$ cat config.mk
export PLATFORM = sky130hd
export DESIGN_NAME = dual_line_master_flat
export DESIGN_NICKNAME = d
export VERILOG_FILES = /design/src/rtl/dual_line_master_if.sv /design/src/rtl/dual_line_master.sv /design/src/flat_wrapper.sv
export SDC_FILE = /design/constraint.sdc
export NUM_CORES = 1
export LEC_CHECK = 0
export ABC_AREA = 0
export CAP_MARGIN = 5
export CORE_MARGIN = 1
export CORE_UTILIZATION = 35
export CTS_BUF_LIST = sky130_fd_sc_hd__clkbuf_16
export DETAILED_ROUTE_END_ITERATION = 10
export PLACE_DENSITY_LB_ADDON = 0.1
export RECOVER_POWER = 100
export REMOVE_ABC_BUFFERS = 1
export SETUP_SLACK_MARGIN = 0.2
export SYNTH_ARGS = -nofsm -noshare
export SYNTH_HDL_FRONTEND = slang
export SYNTH_SLANG_ARGS = --single-unit
export TNS_END_PERCENT = 50
$ cat constraint.sdc
create_clock -name i_sclk -period 4 [get_ports i_sclk]
set_clock_uncertainty 0.1 [all_clocks]
set_input_delay 0.8 -clock i_sclk [delete_from_list [all_inputs] [get_ports i_sclk]]
set_output_delay 0.8 -clock i_sclk [all_outputs]
set_load 0.03 [all_outputs]
$ cat src/rtl/dual_line_master_if.sv
// ============================================================================
// Module      : dual_line_master_if
// Description : Handshake and serial-line bundle for dual_line_master.
//               The master modport is the transmitter side. The slave
//               modport is the word producer and line consumer side.
// Signals     : in_valid / DATA_IN / in_ready - parallel word handshake
//               OutLine1 / OutLine0 / CS      - serial pair lines, CS low
//               busy / done / frames_sent     - transmitter status
// Revision    : 1.0 - initial release
// ============================================================================
`default_nettype none

interface dual_line_master_if #(
  parameter int DATA_WIDTH = 64
) ();
  logic                  in_valid;
  logic [DATA_WIDTH-1:0] DATA_IN;
  logic                  in_ready;
  logic                  OutLine1;
  logic                  OutLine0;
  logic                  CS;
  logic                  busy;
  logic                  done;
  logic [15:0]           frames_sent;

  modport master (
    input  in_valid, DATA_IN,
    output in_ready, OutLine1, OutLine0, CS, busy, done, frames_sent
  );

  modport slave (
    output in_valid, DATA_IN,
    input  in_ready, OutLine1, OutLine0, CS, busy, done, frames_sent
  );
endinterface

`default_nettype wire

$ cat src/rtl/dual_line_master.sv
// ============================================================================
// Module      : dual_line_master
// Description : Serialises a parallel word MSB-first, two bits per clock,
//               onto OutLine1/OutLine0 inside an active-low CS frame.
//               Frame length is DATA_WIDTH/2 cycles. At least GAP_CYCLES
//               CS-high cycles separate consecutive frames.
// Ports       : i_sclk - clock, all logic on the rising edge
//               i_rstn - synchronous active-low reset
//               bus    - dual_line_master_if.master (handshake, lines, status)
// Options     : D2L_TXBUF_EN - adds a one-entry holding buffer. This lets a
//               word be accepted while a frame is still in flight, and it
//               lets frames run back to back with exactly GAP_CYCLES of gap.
// Revision    : 1.0 - initial release
// ============================================================================
`default_nettype none

module dual_line_master #(
  parameter int DATA_WIDTH = 64,
  parameter int GAP_CYCLES = 1
) (
  input  wire logic             i_sclk,
  input  wire logic             i_rstn,
  dual_line_master_if.master    bus
);

  localparam int c_PAIRS = DATA_WIDTH / 2;
  localparam int c_PCW   = $clog2(c_PAIRS);
  localparam int c_GCW   = (GAP_CYCLES > 1) ? $clog2(GAP_CYCLES) : 1;
  localparam logic [c_PCW-1:0] c_PAIR_LAST = c_PCW'(c_PAIRS - 1);
  localparam logic [c_GCW-1:0] c_GAP_INIT  = c_GCW'(GAP_CYCLES - 1);

  typedef enum logic [1:0] {
    S_IDLE  = 2'd0,
    S_SHIFT = 2'd1,
    S_GAP   = 2'd2
  } state_t;

  state_t                r_state, w_state;
  // r_shreg holds only the pairs not yet driven, left-aligned.
  logic [DATA_WIDTH-1:0] r_shreg, w_shreg;
  logic [c_PCW-1:0]      r_pair, w_pair;
  logic [c_GCW-1:0]      r_gap, w_gap;
  logic                  r_cs, w_cs;
  logic                  r_l1, w_l1;
  logic                  r_l0, w_l0;
  logic                  r_done, w_done;
  logic                  r_busy;
  logic [15:0]           r_frames, w_frames;
  logic                  w_in_ready;
  logic                  w_accept;
  logic                  w_load;
  logic [DATA_WIDTH-1:0] w_load_word;

`ifdef D2L_TXBUF_EN
  logic [DATA_WIDTH-1:0] r_buf, w_buf;
  logic                  r_buf_v, w_buf_v;

  assign w_in_ready = i_rstn & ~r_buf_v;
`else
  assign w_in_ready = i_rstn & (r_state == S_IDLE);
`endif

  assign w_accept = bus.in_valid & w_in_ready;

  always_comb begin
    w_state     = r_state;
    w_shreg     = r_shreg;
    w_pair      = r_pair;
    w_gap       = r_gap;
    w_cs        = r_cs;
    w_l1        = r_l1;
    w_l0        = r_l0;
    w_done      = 1'b0;
    w_frames    = r_frames;
    w_load      = 1'b0;
    w_load_word = bus.DATA_IN;
`ifdef D2L_TXBUF_EN
    w_buf       = r_buf;
    w_buf_v     = r_buf_v;
`endif

    case (r_state)
      S_IDLE: begin
        w_load = w_accept;
      end

      S_SHIFT: begin
        if (r_pair != '0) begin
          {w_l1, w_l0} = r_shreg[DATA_WIDTH-1 -: 2];
          w_shreg      = r_shreg << 2;
          w_pair       = r_pair - 1'b1;
        end else begin
          w_cs     = 1'b1;
          w_l1     = 1'b0;
          w_l0     = 1'b0;
          w_done   = 1'b1;
          w_frames = r_frames + 16'd1;
          w_gap    = c_GAP_INIT;
          w_state  = S_GAP;
        end
`ifdef D2L_TXBUF_EN
        if (w_accept) begin
          w_buf   = bus.DATA_IN;
          w_buf_v = 1'b1;
        end
`endif
      end

      S_GAP: begin
        if (r_gap != '0) begin
          w_gap = r_gap - 1'b1;
`ifdef D2L_TXBUF_EN
          if (w_accept) begin
            w_buf   = bus.DATA_IN;
            w_buf_v = 1'b1;
          end
`endif
        end else begin
`ifdef D2L_TXBUF_EN
          // Exit edge: chain the buffered word straight into a new frame.
          // With an empty buffer, a word arriving on this same edge is
          // loaded directly. Parking it in the buffer would leave IDLE with
          // in_ready low and nothing to start the next frame.
          if (r_buf_v) begin
            w_load      = 1'b1;
            w_load_word = r_buf;
            w_buf_v     = 1'b0;
          end else if (w_accept) begin
            w_load = 1'b1;
          end else begin
            w_state = S_IDLE;
          end
`else
          w_state = S_IDLE;
`endif
        end
      end

      default: begin
        w_state = S_IDLE;
      end
    endcase

    if (w_load) begin
      w_cs         = 1'b0;
      {w_l1, w_l0} = w_load_word[DATA_WIDTH-1 -: 2];
      w_shreg      = {w_load_word[DATA_WIDTH-3:0], 2'b00};
      w_pair       = c_PAIR_LAST;
      w_state      = S_SHIFT;
    end
  end

  always_ff @(posedge i_sclk) begin
    if (!i_rstn) begin
      r_state  <= S_IDLE;
      r_shreg  <= '0;
      r_pair   <= '0;
      r_gap    <= '0;
      r_cs     <= 1'b1;
      r_l1     <= 1'b0;
      r_l0     <= 1'b0;
      r_done   <= 1'b0;
      r_busy   <= 1'b0;
      r_frames <= 16'd0;
`ifdef D2L_TXBUF_EN
      r_buf    <= '0;
      r_buf_v  <= 1'b0;
`endif
    end else begin
      r_state  <= w_state;
      r_shreg  <= w_shreg;
      r_pair   <= w_pair;
      r_gap    <= w_gap;
      r_cs     <= w_cs;
      r_l1     <= w_l1;
      r_l0     <= w_l0;
      r_done   <= w_done;
      r_busy   <= (w_state != S_IDLE);
      r_frames <= w_frames;
`ifdef D2L_TXBUF_EN
      r_buf    <= w_buf;
      r_buf_v  <= w_buf_v;
`endif
    end
  end

  assign bus.in_ready    = w_in_ready;
  assign bus.OutLine1    = r_l1;
  assign bus.OutLine0    = r_l0;
  assign bus.CS          = r_cs;
  assign bus.busy        = r_busy;
  assign bus.done        = r_done;
  assign bus.frames_sent = r_frames;

endmodule

`default_nettype wire
$ cat src/flat_wrapper.sv
// flat-port wrapper written by rule: the top's interface ports become plain ports
module dual_line_master_flat 
#(
  parameter int DATA_WIDTH = 64,
  parameter int GAP_CYCLES = 1
)
  (i_sclk, i_rstn, bus_in_valid, bus_DATA_IN, bus_in_ready, bus_OutLine1, bus_OutLine0, bus_CS, bus_busy, bus_done, bus_frames_sent);
  dual_line_master_if #(.DATA_WIDTH(DATA_WIDTH)) bus_i ();
  input  wire logic i_sclk;
  input  wire logic i_rstn;
  input wire logic [$bits(bus_i.in_valid)-1:0] bus_in_valid;
  input wire logic [$bits(bus_i.DATA_IN)-1:0] bus_DATA_IN;
  output wire logic [$bits(bus_i.in_ready)-1:0] bus_in_ready;
  output wire logic [$bits(bus_i.OutLine1)-1:0] bus_OutLine1;
  output wire logic [$bits(bus_i.OutLine0)-1:0] bus_OutLine0;
  output wire logic [$bits(bus_i.CS)-1:0] bus_CS;
  output wire logic [$bits(bus_i.busy)-1:0] bus_busy;
  output wire logic [$bits(bus_i.done)-1:0] bus_done;
  output wire logic [$bits(bus_i.frames_sent)-1:0] bus_frames_sent;
  assign bus_i.in_valid = bus_in_valid;
  assign bus_i.DATA_IN = bus_DATA_IN;
  assign bus_in_ready = bus_i.in_ready;
  assign bus_OutLine1 = bus_i.OutLine1;
  assign bus_OutLine0 = bus_i.OutLine0;
  assign bus_CS = bus_i.CS;
  assign bus_busy = bus_i.busy;
  assign bus_done = bus_i.done;
  assign bus_frames_sent = bus_i.frames_sent;
  dual_line_master #(.DATA_WIDTH(DATA_WIDTH), .GAP_CYCLES(GAP_CYCLES)) u_core (.i_sclk(i_sclk), .i_rstn(i_rstn), .bus(bus_i));
endmodule
Yosys cells after proc, flatten, opt, wreduce, memory -nomap -nowiden:

Index checks and enable logic that the tools add are counted.

* register bits after elaboration: 91
* input port bits: 67
* output and inout port bits: 22
* word-level logic and storage cells: 55

* $add $sub $neg: 3
* equal/unequal tests: 4
* multiplexer cells: 24
* bitwise gates (word level): 3
* reduce and logical (&&, ||, !) cells: 11

Operators by type and width (count)
* 64-bit two-way mux: 3
* 16-bit by 1-bit adder with 16-bit output (second input constant): 1
* 5-bit two-way mux: 3
* 1-bit two-way mux: 13
* 2-bit AND reduction: 5
* 2-bit nonzero test: 4
* 2-bit two-way mux: 3
* 2-bit one-hot mux with 3 select lines: 1
* 5-bit nonzero test: 1
* 5-bit by 1-bit subtractor with 5-bit output (second input constant): 1
* 1-bit bitwise AND: 2
* 2-bit by 1-bit == test with 1-bit output (second input constant): 1
* 2-bit == test (second input constant): 1
* 2-bit logical NOT: 1
* 2-bit by 1-bit inequality test with 1-bit output (second input constant): 1
* 2-bit inequality test (second input constant): 1
* 1-bit one-hot mux with 2 select lines: 1
* 1-bit inverter: 1
* 1-bit subtractor (second input constant): 1

Longest topological paths before layout:

Gate-level depths: netlist (run 1).

* depth after elaboration: 6
* depth in mapped cells: 8
* depth with buffers taken out: 6

Worst setup path after synthesis (run 1):

OpenSTA, ideal clock, no wires.

* path kind: input -> output
* from: in i_rstn
* to: out bus_in_ready
* arrival: 1864 ps
* required time: 3100 ps
* slack: 1236 ps
* cell stages on the path: 4
* path buffers: 2
* cell sequence: buf_2 -> inv_1 -> clkbuf_1 -> nor3_1

* longest elaborated chain between the ends: 1

RTL lines
* start, declared: RTL line flat_wrapper.sv:10 `input wire logic i_rstn;`
* 1-bit bitwise AND: RTL line dual_line_master.sv:60 `assign w_in_ready = i_rstn & (r_state == S_IDLE);`
* end, declared: RTL line flat_wrapper.sv:13 `output wire logic [$bits(bus_i.in_ready)-1:0] bus_in_ready;`

No other way between the ends.

Worst setup path in the final report (run 1):

* from: reg u_core.r_pair[0]
* to: reg u_core.r_frames[15], in the netlist u_core.bus.frames_sent[15]

* longest elaborated chain between the ends: 3

RTL lines
* start, declared: RTL line dual_line_master.sv:41 `logic [c_PCW-1:0] r_pair, w_pair;`
* start signal, assigned: RTL line dual_line_master.sv:172 `r_pair <= w_pair;`
* 5-bit nonzero test: RTL line dual_line_master.sv:88 `if (r_pair != '0) begin`
* 1-bit inverter (no line)
* 2-bit AND reduction (no line)
* end signal, assigned: RTL line dual_line_master.sv:179 `r_frames <= w_frames;`
* end, declared: RTL line dual_line_master.sv:48 `logic [15:0] r_frames, w_frames;`

No other way between the ends.
A chain may end at the register's enable or synchronous reset.

==> results of run 1 <==
## power by group through the flow
stage               combinational [uW]  sequential (uW)  clock [uW]
finish                             303             1000         944
detailed placement                 310             1020           0
floorplan                          167             1020           0
CTS                                311             1000         969
global placement                   306             1020           0
global route                       339             1010        1010
## area by class of cell
cell class	instances	area (sq um)	area share
multi-input cells	348	1800	0.357
clock buffers	9	225	0.0446
well taps	136	170	0.0337
repair buffers	93	912	0.181
clock inverters	7	110	0.0218
inverters	6	22.5	0.00446
flip-flops and latches	90	1800	0.357
## registers in the layout, summed over array words and instances, names as in the netlist
register	cells
u_core.bus.OutLine1	1
u_core.bus.busy	1
u_core.r_pair	5
u_core.r_state	2
u_core.bus.done	1
u_core.bus.frames_sent	16
u_core.r_shreg	62
u_core.bus.CS	1
u_core.bus.OutLine0	1
## per-layer routing
| metal | vias up | global-route usage | share of wire |
|---|---|---|---|
| met5 | - | 0 | 0 |
| met4 | 0 | 0.0575 | 0.0086 |
| met3 | 6 | 0.0380 | 0.043 |
| met2 | 82 | 0.266 | 0.47 |
| met1 | 1630 | 0.231 | 0.48 |
| li1 | 1836 | - | - |
## placed cells by master (no fill, tap or decap), types with 3 or more instances in the layout
cell type        count
a21oi_1            129
dfxtp_1             90
nand2_1             67
o21ai_0             66
clkdlybuf4s50_1     64
dlygate4sd3_1       22
nor2_1              18
clkbuf_16            9
inv_1                8
nand3_1              7
nor3_1               5
nand4_1              5
or3_1                5
xor2_1               5
xnor2_1              4
and3_1               3
or4_1                3
a31oi_1              3
bufinv_16            3
clkbuf_1             3
## logic make-up after synthesis
family          Yosys count  share of synthesized area
fa+ha+maj                 2                    0.00660
simple gates            131                      0.170
xor+xnor                  9                     0.0208
buf+inv                  45                     0.0472
flops                    90                      0.476
compound gates          206                      0.280
## worst min-delay path: cells and delay by family (launching register included)
kind / cells / cell delay (ps)
flip-flops: 1 / 310
AO/OA/AOI/OAI: 1 / 50
AND/OR/NAND/NOR: 1 / 50
## stage by stage
stage               utilization  total power (uW)  setup WS [ps]  cells
floorplan                     -              1190            731    444
global placement          0.455              1330            924    673
detailed placement        0.455              1330            879    673
CTS                       0.487              2280           1230    689
global route              0.484              2360            568    689
finish                    0.484              2250            737    689
## path summary, 6_finish.rpt
path	from	end	cells after the start
setup / recovery	u_core.r_pair[0]	u_core.bus.frames_sent[15]	6
hold / removal	u_core.r_shreg[20]	u_core.r_shreg[20]	2
setup reg to reg	u_core.r_pair[0]	u_core.bus.frames_sent[15]	6
hold reg to reg	u_core.r_shreg[20]	u_core.r_shreg[20]	2
==> results.toml, run 1 <==
[critical_path]
cp-start-kind = "flip-flop"
end_kind = "flip-flop"
crit_chain = "inv_1, ha_1, nor4b_1, nand4_1, or4_1, a21oi_1"
cp_data_arrival_time_ps = 3410
critical_path_buf_inv_count = 1
crit_family = "simple AND/OR/NAND/NOR gates"
critical_path_class = "flip-flop to flip-flop"
max_stage_delay_ps = 1260
ff2ff_setup_slack_ps = 740
cp_slowest_cell = "nor4b_1"
crit_fanout = 8
required_ps = 4150

[detailed_routing]
post_drt_wl_per_cell_um = 13.8
firstDrtPassIters = 4
drt-total-wl_um = 9500
via_per_inst = 5.16
drc = 0
drt_iter0_markers = 106
vias = 3554
postRouteAntennaNets = 0

[grt]
antenna_found_initial = 0
grt-ovfl-total = 0
grt_pass1_wl_um = 15300
grt_use_total = 0.170
grt_max_degree = 64
grt_pass1_vias = 3137

[cts]
cts_root_buf = "clkbuf_16"
cts_tree = "done"
clk_pin_slew_ps = 60
clock_sinks = 90
numCtsBuffers = 9
cts_setup_buffers = 0
cts_htree_levels = 3
cts_resized = 0
clock_path_buffers = 2
clk-insertion-delay-late_ps = 330
hold_buffers = 0

[timing]
setup_tns_ps = 0
setup_viol = 0
grt_setup_unrepaired = "no"
fmax_mhz = 307
fin_crit_sh = 0.816
relSlewSlack = -0.227
worst_pin_slew_ps = 1840
drv_slew = 73
finalHoldViolations = 0
hold-worst-slack_ps = 351
layout_min_cycle_time_ps = 3260

[finish]
layout-drive-gt1-share = 0.0380
final_nets = 617
fillers = 1066
syn_to_final_growth_pct = 33.2
antenna_cells = 0
design_area_sq_um = 5040

[power_and_ir_drop]
power_density_nw_per_um2 = 446
p_seq_frac = 0.445
power.leakage_uw = 0.00182
switching_power_uw = 547
switching_share = 0.243
p_clk_frac = 0.420
power.internal_uw = 1700
combPwrFrac = 0.135
ir_worst_vdd_v = 0.000184

[placed_design]
port_buffers = 88
dpl-instance-area_sq_um = 4740
dp_hpwl_um = 5950
gp_congestion = 0.800

[synthesis]
yosys.area.top_type_share = 0.476
synth_edf_count = 0
synth-main-ff-cell = "dfxtp_1"
synthDistinctLibCells = 37
yosys_warnings = 0
synthTopCellsByCount = "129 x a21oi_1, 90 x dfxtp_1, 68 x nand2_1"
async_reset_ff_frac = 0
synth_cells = 483
syn_area_sq_um = 3790
seq_area_frac_synth = 0.476
syn_avg_cell_area_sq_um = 7.84
yosys.area.top_type = "dfxtp_1"
synthMostInstantiatedCell = "a21oi_1"
synthTopCellsByArea = "dfxtp_1 48%, a21oi_1 17%, o21ai_0 8.7%"
synth.ff_latch_count = 90

[outcome]
failed_checks = "capacitance limit, slew limit"
status = "complete, but fails checks"

[worst_hold_path]
min_path_type = "flip-flop to flip-flop"

[die]
initial_core_util = 0.364
io_pins = 89
dieArea_sq_um = 11200
std_cell_rows = 37
core_area_sq_um = 10400
fp.dieH_um = 106
fp.dieW_um = 106

[flow_run]
cap_violations = 2
Note: power is estimated with default switching activity, not from simulation.
==> run 2: changes to the inputs <==
==> constraint.sdc (replaced) <==
create_clock -name i_sclk -period 3.2 [get_ports i_sclk]
set_clock_uncertainty 0.1 [all_clocks]
set_input_delay 0.64 -clock i_sclk [delete_from_list [all_inputs] [get_ports i_sclk]]
set_output_delay 0.64 -clock i_sclk [all_outputs]
set_load 0.03 [all_outputs]
==> run 2 against run 1 <==
  * The flow now finishes without violations
  * Die area unchanged
  * Clock power up 11%
  * Combinational power increased by 27%
  * Sequential cell count did not move
  * Clock-buffer cell count did not move
  * Register-to-register slack improved by 160 ps
  * Power is 20% higher
  * Critical path depth stayed put
  * Via count grew 1.6%
  * Critical path type is now primary input to flip-flop
==> results.toml, run 2 (same netlist as run 1, synthesis figures left out) <==
[timing]
hold-worst-slack_ps = 353
finalHoldViolations = 0
fin_crit_sh = 0.822
setup_viol = 0
drv_slew = 0
relSlewSlack = 0.383
fmax_mhz = 380
worst_pin_slew_ps = 926
layout_min_cycle_time_ps = 2630
grt_setup_unrepaired = "no"
setup_slack_ps = 570

[critical_path]
crit_chain = "dlygate4sd3_1, and4bb_2, clkbuf_1, a21oi_1, a22oi_1, nor2_1"
end_kind = "flip-flop"
r2r-end = "u_core.r_shreg[62]"
r2r-start = "u_core.r_pair[0]"
cp_data_arrival_time_ps = 2750
startpoint = "bus_in_valid"
required_ps = 3320
cp_slowest_cell = "clkbuf_1"
cp-start-kind = "primary input"
max_stage_delay_ps = 690
critical_path_class = "primary input to flip-flop"
r2r_cells = 7
ff2ff_setup_slack_ps = 900
crit_fanout = 20

[cts]
cts_setup_buffers = 0
cts_resized = 0
clk-insertion-delay-late_ps = 330
cts_tree = "done"
clock_path_buffers = 2
hold_buffers = 0
numCtsBuffers = 9
cts_htree_levels = 3
clk_pin_slew_ps = 70
clock_sinks = 90
cts_root_buf = "clkbuf_16"

[detailed_routing]
post_drt_wl_per_cell_um = 13.6
postRouteAntennaNets = 0
drc = 0
drt_iter0_markers = 123
firstDrtPassIters = 4
vias = 3610
drt-total-wl_um = 9390
via_per_inst = 5.21

[die]
fp.dieW_um = 106
core_area_sq_um = 10400
initial_core_util = 0.364
io_pins = 89
dieArea_sq_um = 11200
std_cell_rows = 37
fp.dieH_um = 106

[grt]
grt_pass1_vias = 3224
antenna_found_initial = 0
grt_max_degree = 62
grt-ovfl-total = 0
grt_use_total = 0.173
grt_pass1_wl_um = 15700

[power_and_ir_drop]
power.internal_uw = 1980
totalPowerFinal_uw = 2690
ir_worst_vdd_v = 0.000210
combPwrFrac = 0.143
switching_share = 0.263
power_density_nw_per_um2 = 533
switching_power_uw = 708
p_seq_frac = 0.466
p_clk_frac = 0.391
power.leakage_uw = 0.00182

[finish]
largest_register = "u_core.r_shreg"
antenna_cells = 0
final_cell_mix = "129 x a21oi_1, 90 x dfxtp_1, 67 x nand2_1"
final_nets = 621
largest_reg_flops = 62
final_common_cell = "a21oi_1"
syn_to_final_growth_pct = 33.1
finalCoreUtilization = 0.484
layout-drive-gt1-share = 0.0503

[worst_hold_path]
whs_endpoint = "u_core.r_shreg[20]"
min_from = "u_core.r_shreg[20]"
holdPathStages = 2
min_path_type = "flip-flop to flip-flop"

[flow_run]
cap_violations = 0

[placed_design]
port_buffers = 88
dp_hpwl_um = 6070
dp_slack_ps = 637
gp_congestion = 0.794

[outcome]
status = "completed"
## run 2: how the worst max path moves through the flow
stage                                    end  slack [ps]  depth (start not counted)
after floorplan             u_core.r_pair[1]         -70                          5
after global placement    u_core.r_shreg[62]         680                          5
after detailed placement  u_core.r_shreg[14]         640                          5
after CTS                 u_core.r_shreg[62]         910                          7
after global routing       u_core.r_shreg[3]         410                          6
final                      u_core.r_shreg[3]         570                          6
## run 2: per-layer routing
layer,GRT usage,share of wire,vias to the layer above
met5,0,0,-
li1,-,-,1845
met4,0.0446,0.0092,0
met2,0.279,0.46,78
met3,0.0423,0.043,9
met1,0.230,0.49,1678
## run 2: area by class of cell
type                    instances  area (sq um)
multi-input cells             348          1810
clock buffers                   9           225
inverters                       6          22.5
flip-flops and latches         90          1800
clock inverters                 7          71.3
well taps                     136           170
repair buffers                 97           940
fillers                      1036          5370
## run 2: stage by stage
stage / TNS, ps / std cells / instance area, sq um
2_1_floorplan: -103 / 444 / 3630
3_3_place_gp: 0 / 677 / 4770
3_5_place_dp: 0 / 677 / 4770
4_1_cts: 0 / 693 / 5060
5_1_grt: 0 / 693 / 5040
6_report: 0 / 693 / 5040
## run 2: power groups by stage
stage          Clock [uW]  Sequential, uW  Combinational, uW
2_1_floorplan           0            1280                209
3_3_place_gp            0            1280                388
3_5_place_dp            0            1280                393
4_1_cts              1070            1250                394
5_1_grt              1130            1260                433
6_report             1050            1250                385
## run 2: critical path: cells and delay by family
kind,cells,cell delay [ps]
buffers and inverters,2,1270
AOI/OAI and AO/OA,2,510
and+or+nand+nor,2,320
==> run 3: changes to the inputs <==
==> constraint.sdc (replaced) <==
create_clock -name i_sclk -period 2.65 [get_ports i_sclk]
set_clock_uncertainty 0.1 [all_clocks]
set_input_delay 0.53 -clock i_sclk [delete_from_list [all_inputs] [get_ports i_sclk]]
set_output_delay 0.53 -clock i_sclk [all_outputs]
set_load 0.03 [all_outputs]
==> run 3 against run 2 <==
  * Die area is the same
  * Worst hold slack lost 2.8 ps
  * Routed wire length grew 1.0%
  * Global-route usage shrank 0.13 points
  * Clock-buffer cell count is the same
  * Combinational power grew 23%
  * Sequential share of layout area shrank 0.11 points
  * Final cell count is the same
  * Sequential cell count is the same
  * Critical path type is now flip-flop to flip-flop
  * Critical endpoint is now u_core.r_pair[1]
  * Highest routed layer is now met5
==> results.toml, run 3 (same netlist as run 1, synthesis figures left out) <==
[detailed_routing]
drt-total-wl_um = 9490
post_drt_wl_per_cell_um = 13.7
vias = 3567
top_layer_used = "met5"
drc = 0
wl_met3_um = 438
wl_met1_um = 4580
postRouteAntennaNets = 0
via_per_inst = 5.15
drt_iter0_markers = 167
wl_met2_um = 4210
firstDrtPassIters = 4

[grt]
grt-ovfl-total = 0
grt_pass1_vias = 3175
grt_max_degree = 64
grt_use_total = 0.172
grt_pass1_wl_um = 15400
antenna_found_initial = 1

[critical_path]
critical_path_buf_inv_count = 3
r2r_cells = 7
cp_slowest_cell = "nor4b_1"
crit_fanout = 31
crit_chain = "inv_1, ha_1, nor4b_1, clkbuf_1, nor2_4, buf_4, a221oi_1"
cp-start-kind = "flip-flop"
required_ps = 2780
end_kind = "flip-flop"
cp_data_arrival_time_ps = 2310
critical_path_class = "flip-flop to flip-flop"
worst-path-stages = 7
max_stage_delay_ps = 370
crit_family = "buffers and inverters"

[placed_design]
gp_congestion = 0.819
dpl-instance-area_sq_um = 4790
dp_hpwl_um = 5880
place_inst = 677
port_buffers = 88

[cts]
clock_path_buffers = 2
clk_pin_slew_ps = 70
cts_htree_levels = 3
hold_buffers = 0
numCtsBuffers = 9
clock_sinks = 90
cts_root_buf = "clkbuf_16"
cts_setup_buffers = 0
cts_tree = "done"
clk-insertion-delay-late_ps = 330
cts_resized = 0

[timing]
grt_setup_unrepaired = "no"
setup_viol = 0
relSlewSlack = 0.605
finalHoldViolations = 0
drv_slew = 0
worst_pin_slew_ps = 584
layout_min_cycle_time_ps = 2180
fin_crit_sh = 0.823
fmax_mhz = 458

[finish]
fin_cells = 693
final_cell_mix = "129 x a21oi_1, 90 x dfxtp_1, 67 x nand2_1"
syn_to_final_growth_pct = 33.5
design_area_sq_um = 5060
final_common_cell = "a21oi_1"
layout-drive-gt1-share = 0.0503
largest_reg_flops = 62
largest_register = "u_core.r_shreg"
final_nets = 621
antenna_cells = 0

[power_and_ir_drop]
power.leakage_uw = 0.00183
ir_worst_vdd_v = 0.000282
power_density_nw_per_um2 = 642

[worst_hold_path]
holdPathStages = 2
min_path_type = "flip-flop to flip-flop"

[flow_run]
cap_violations = 0

[outcome]
status = "completed"

[die]
core_area_sq_um = 10400
fp.dieH_um = 106
std_cell_rows = 37
dieArea_sq_um = 11200
fp.dieW_um = 106
io_pins = 89
initial_core_util = 0.364
run 3: final cells by class:
cell class              count  area (sq um)
multi-input cells         348          1800
flip-flops and latches     90          1800
inverters                   6          22.5
clock buffers               9           225
repair buffers             97           972
well taps                 136           170
fillers                  1021          5360
clock inverters             7          68.8
run 3: path summary, 6_finish.rpt:
path	startpoint	to	slack, ps
min reg2reg	u_core.r_shreg[14]	u_core.r_shreg[14]	350
max	u_core.r_pair[0]	u_core.r_pair[1]	470
max reg2reg	u_core.r_pair[0]	u_core.r_pair[1]	470
min	u_core.r_shreg[14]	u_core.r_shreg[14]	350
run 3: power by group:
group          internal, uW  switching [uW]
registers              1450            58.0
clock network           730             532
logic                   215             258
run 3: worst min-delay path, delay by kind of cell, from the launching register on:
kind	cells	cell delay, ps
DFF	1	310
AOI/OAI and AO/OA	1	50
and+or+nand+nor	1	50
run 3: metrics by stage:
step | util | setup TNS [ps] | setup WS, ps | power, uW | hold WS, ps
after floorplan | - | -34270 | -619 | 1790 | 329
after global placement | 0.460 | 0 | 286 | 2020 | 340
after detailed placement | 0.460 | 0 | 225 | 2030 | 343
after CTS | 0.488 | 0 | 508 | 3300 | 352
after global routing | 0.486 | 0 | 299 | 3410 | 369
final | 0.486 | 0 | 469 | 3250 | 350
run 3: layer usage:
metal | track usage | up-vias
met1 | 0.230 | 1619
met4 | 0.0863 | 2
met2 | 0.259 | 79
li1 | - | 1848
met3 | 0.0374 | 19
met5 | 0 | -
==> RTL change: new RTL, settings of run 3 <==
The 3 states of `state_t` get a one-hot encoding in 3 bits.
--- a/src/rtl/dual_line_master.sv
+++ b/src/rtl/dual_line_master.sv
@@ -29,10 +29,10 @@
   localparam logic [c_PCW-1:0] c_PAIR_LAST = c_PCW'(c_PAIRS - 1);
   localparam logic [c_GCW-1:0] c_GAP_INIT  = c_GCW'(GAP_CYCLES - 1);
 
-  typedef enum logic [1:0] {
-    S_IDLE  = 2'd0,
-    S_SHIFT = 2'd1,
-    S_GAP   = 2'd2
+  typedef enum logic [2:0] {
+    S_IDLE  = 3'b001,
+    S_SHIFT = 3'b010,
+    S_GAP   = 3'b100
   } state_t;
 
   state_t                r_state, w_state;
Formal check against the unedited RTL: same outputs for any inputs over 10 cycles, from zero or initial values and one cycle with i_rstn low; not proved beyond that.
==> RTL change against run 3 <==
- total power fell by 6.8%
- wire length shrank 5.2%
- area after synthesis increased by 0.13%
- sequential cell count rose by 1
- via count grew 0.53%
- setup slack got worse by 69 ps
- cell area increased by 0.27%
- first-iteration DRC count shrank 28%
- sequential share of layout area is 0.30 points higher
- highest routed layer unchanged
==> RTL change: results (changes against run 3) <==
[worst_hold_path]
hp-start = u_core.bus.frames_sent[15]$_SDFFE_PN0P_
hold_path.class = flip-flop to flip-flop

[synth]
netlist_top_cells_area = dfxtp_1 48%, nand2_1 13%, a31oi_1 9.9%
synth_cell_type_count = 36  ; -2.7%
yosysSeqAreaShare_pct = 48.02  ; +0.46 points
ys_warn_count = 0  ; unchanged
syn-mean-instance-area_sq_um = 7.871  ; +0.34%
ys_async_sr_fraction_pct = 0  ; unchanged
synthFlopType = dfxtp_1
synthTopCellsByCount = 131 x nand2_1, 91 x dfxtp_1, 69 x o21ai_0

[setup_path]
cp.arrival_ps = 2410  ; +100 ps
crit_start = i_rstn
r2r_slack_ps = 460
r2r-start = u_core.r_pair[0]$_SDFFE_PN0P_
cp_max_fo = 67  ; +120%

[grt]
antenna_found_initial = 1  ; unchanged
grt_pass1_vias = 3146  ; -0.91%
grt_pass1_wl_um = 14810  ; -3.8%
grt_use_total_pct = 16.09  ; -1.1 points
grt_max_degree = 68  ; +6.3%

[power]
vdd_drop_max_v = 0.0003551  ; +26%
cellLeakagePower_nw = 1.764  ; -3.7%
power.switching_mw = 0.6894  ; -19%

[layout]
fill_cells = 1038  ; +1.7%
layout-drive-gt1-share_pct = 4.856  ; -0.17 points
top_register = u_core.r_shreg
largest_reg_flops = 62  ; unchanged
nNetsFinal = 623  ; +0.32%
post_layout_nonfiller_instances = 692  ; -0.14%
num_antenna_cells = 0  ; unchanged

[place]
placed_area_sq_um = 4803  ; +0.26%
routabilityCongestion = 0.7012  ; -14%
dpl.hpwl_um = 5789  ; -1.6%
numPortBuffers = 88  ; unchanged
place_inst = 676  ; -0.15%

[clocking]
numCtsBuffers = 9  ; unchanged
ctsRootBufferMaster = clkbuf_16
clk_pin_slew_worst_paths_ps = 60
clock_latency_ps = 320
clock_path_buffers = 2  ; unchanged
cts-htree-levels = 3  ; unchanged
ctsResizeCount = 0  ; unchanged

[detailed_routing]
wl_per_cell_um = 12.99  ; -5.1%
drt_iter0_markers = 120  ; -28%
num_vias = 3586  ; +0.53%
dr.pass1.iters = 4  ; unchanged

[timing]
relSlewSlack_pct = 25.18  ; -35 points
tns_ps = 0  ; unchanged

[run_status]
status = complete, no violations

[RTL change: cell types whose count changed after synthesis, sizes merged, moves of 3 or more]
| cell | before | now |
|---|---|---|
| a21oi | 129 | 18 |
| a31oi | 3 | 60 |
| and3 | 3 | 0 |
| nand2 | 68 | 131 |
| nor2 | 19 | 11 |
| nor3 | 5 | 1 |
| o21ai | 66 | 70 |
| o31ai | 1 | 4 |
| xnor2 | 4 | 1 |
[RTL change: routing by layer]
layer	vias up	part of all wire [%]	global-route usage, %
li1	1848	-	-
met1	1643	50	21.33
met2	86	44	26.21
met3	7	5.0	3.004
met4	2	0.85	5.357
met5	-	0.19	0
[RTL change: final cells by class]
type / instances / area share, %
Clock buffer: 9 / 4.441
Multi-Input combinational cell: 345 / 35.43
Tap cell: 136 / 3.356
Clock inverter: 5 / 0.9376
Sequential cell: 91 / 35.92
Timing Repair Buffer: 99 / 19.39
Inverter: 7 / 0.5181
[RTL change: logic make-up (layout without fill, tap and decap cells)]
logic type               Yosys count  in the layout  share of synthesized area, %
AO/OA/AOI/OAI                    158            158                         23.61
AND/OR/NAND/NOR                  177            177                         20.91
multiplexers                       1              1                        0.2639
XOR/XNOR                           6              6                         1.385
buffers and inverters             46            120                         4.815
adder cells (fa/ha/maj)            3              3                        0.9896
flip-flops                        91             91                         48.02
[RTL change: worst paths after layout]
path / cells after the start / endpoint
min reg2reg: 2 / u_core.bus.frames_sent[15]$_SDFFE_PN0P_
min: 2 / u_core.bus.frames_sent[15]$_SDFFE_PN0P_
max: 5 / u_core.bus.frames_sent[6]$_SDFFE_PN0P_
max reg2reg: 7 / u_core.r_shreg[60]$_SDFFE_PN0P_
[RTL change: power groups by stage]
stage	clock (mW)	sequential, mW	combinational (mW)
6_report	1.20	1.49	0.329
4_1_cts	1.23	1.49	0.336
2_1_floorplan	0	1.52	0.154
3_5_place_dp	0	1.52	0.334
3_3_place_gp	0	1.52	0.330
5_1_grt	1.29	1.50	0.365
[RTL change: metrics by stage]
step	util [%]	setup WS [ps]	hold slack, ps	power (mW)
2_1_floorplan	-	-910.4	348.0	1.676
3_3_place_gp	46.11	528.1	357.4	1.851
3_5_place_dp	46.11	454.7	363.0	1.858
4_1_cts	48.73	442.8	371.9	3.062
5_1_grt	48.68	235.5	391.2	3.161
6_report	48.68	399.6	362.7	3.024
[RTL change: critical path: stages]
cell	delay, ps
clkbuf_1	140
clkbuf_2	870
clkinv_1	210
or4_1	540
o21ai_0	80
[RTL change: repair_timing]
item                       CTS  global route
setup endpoints to repair    0             1
hold buffers                 0             0
setup buffers                0             2
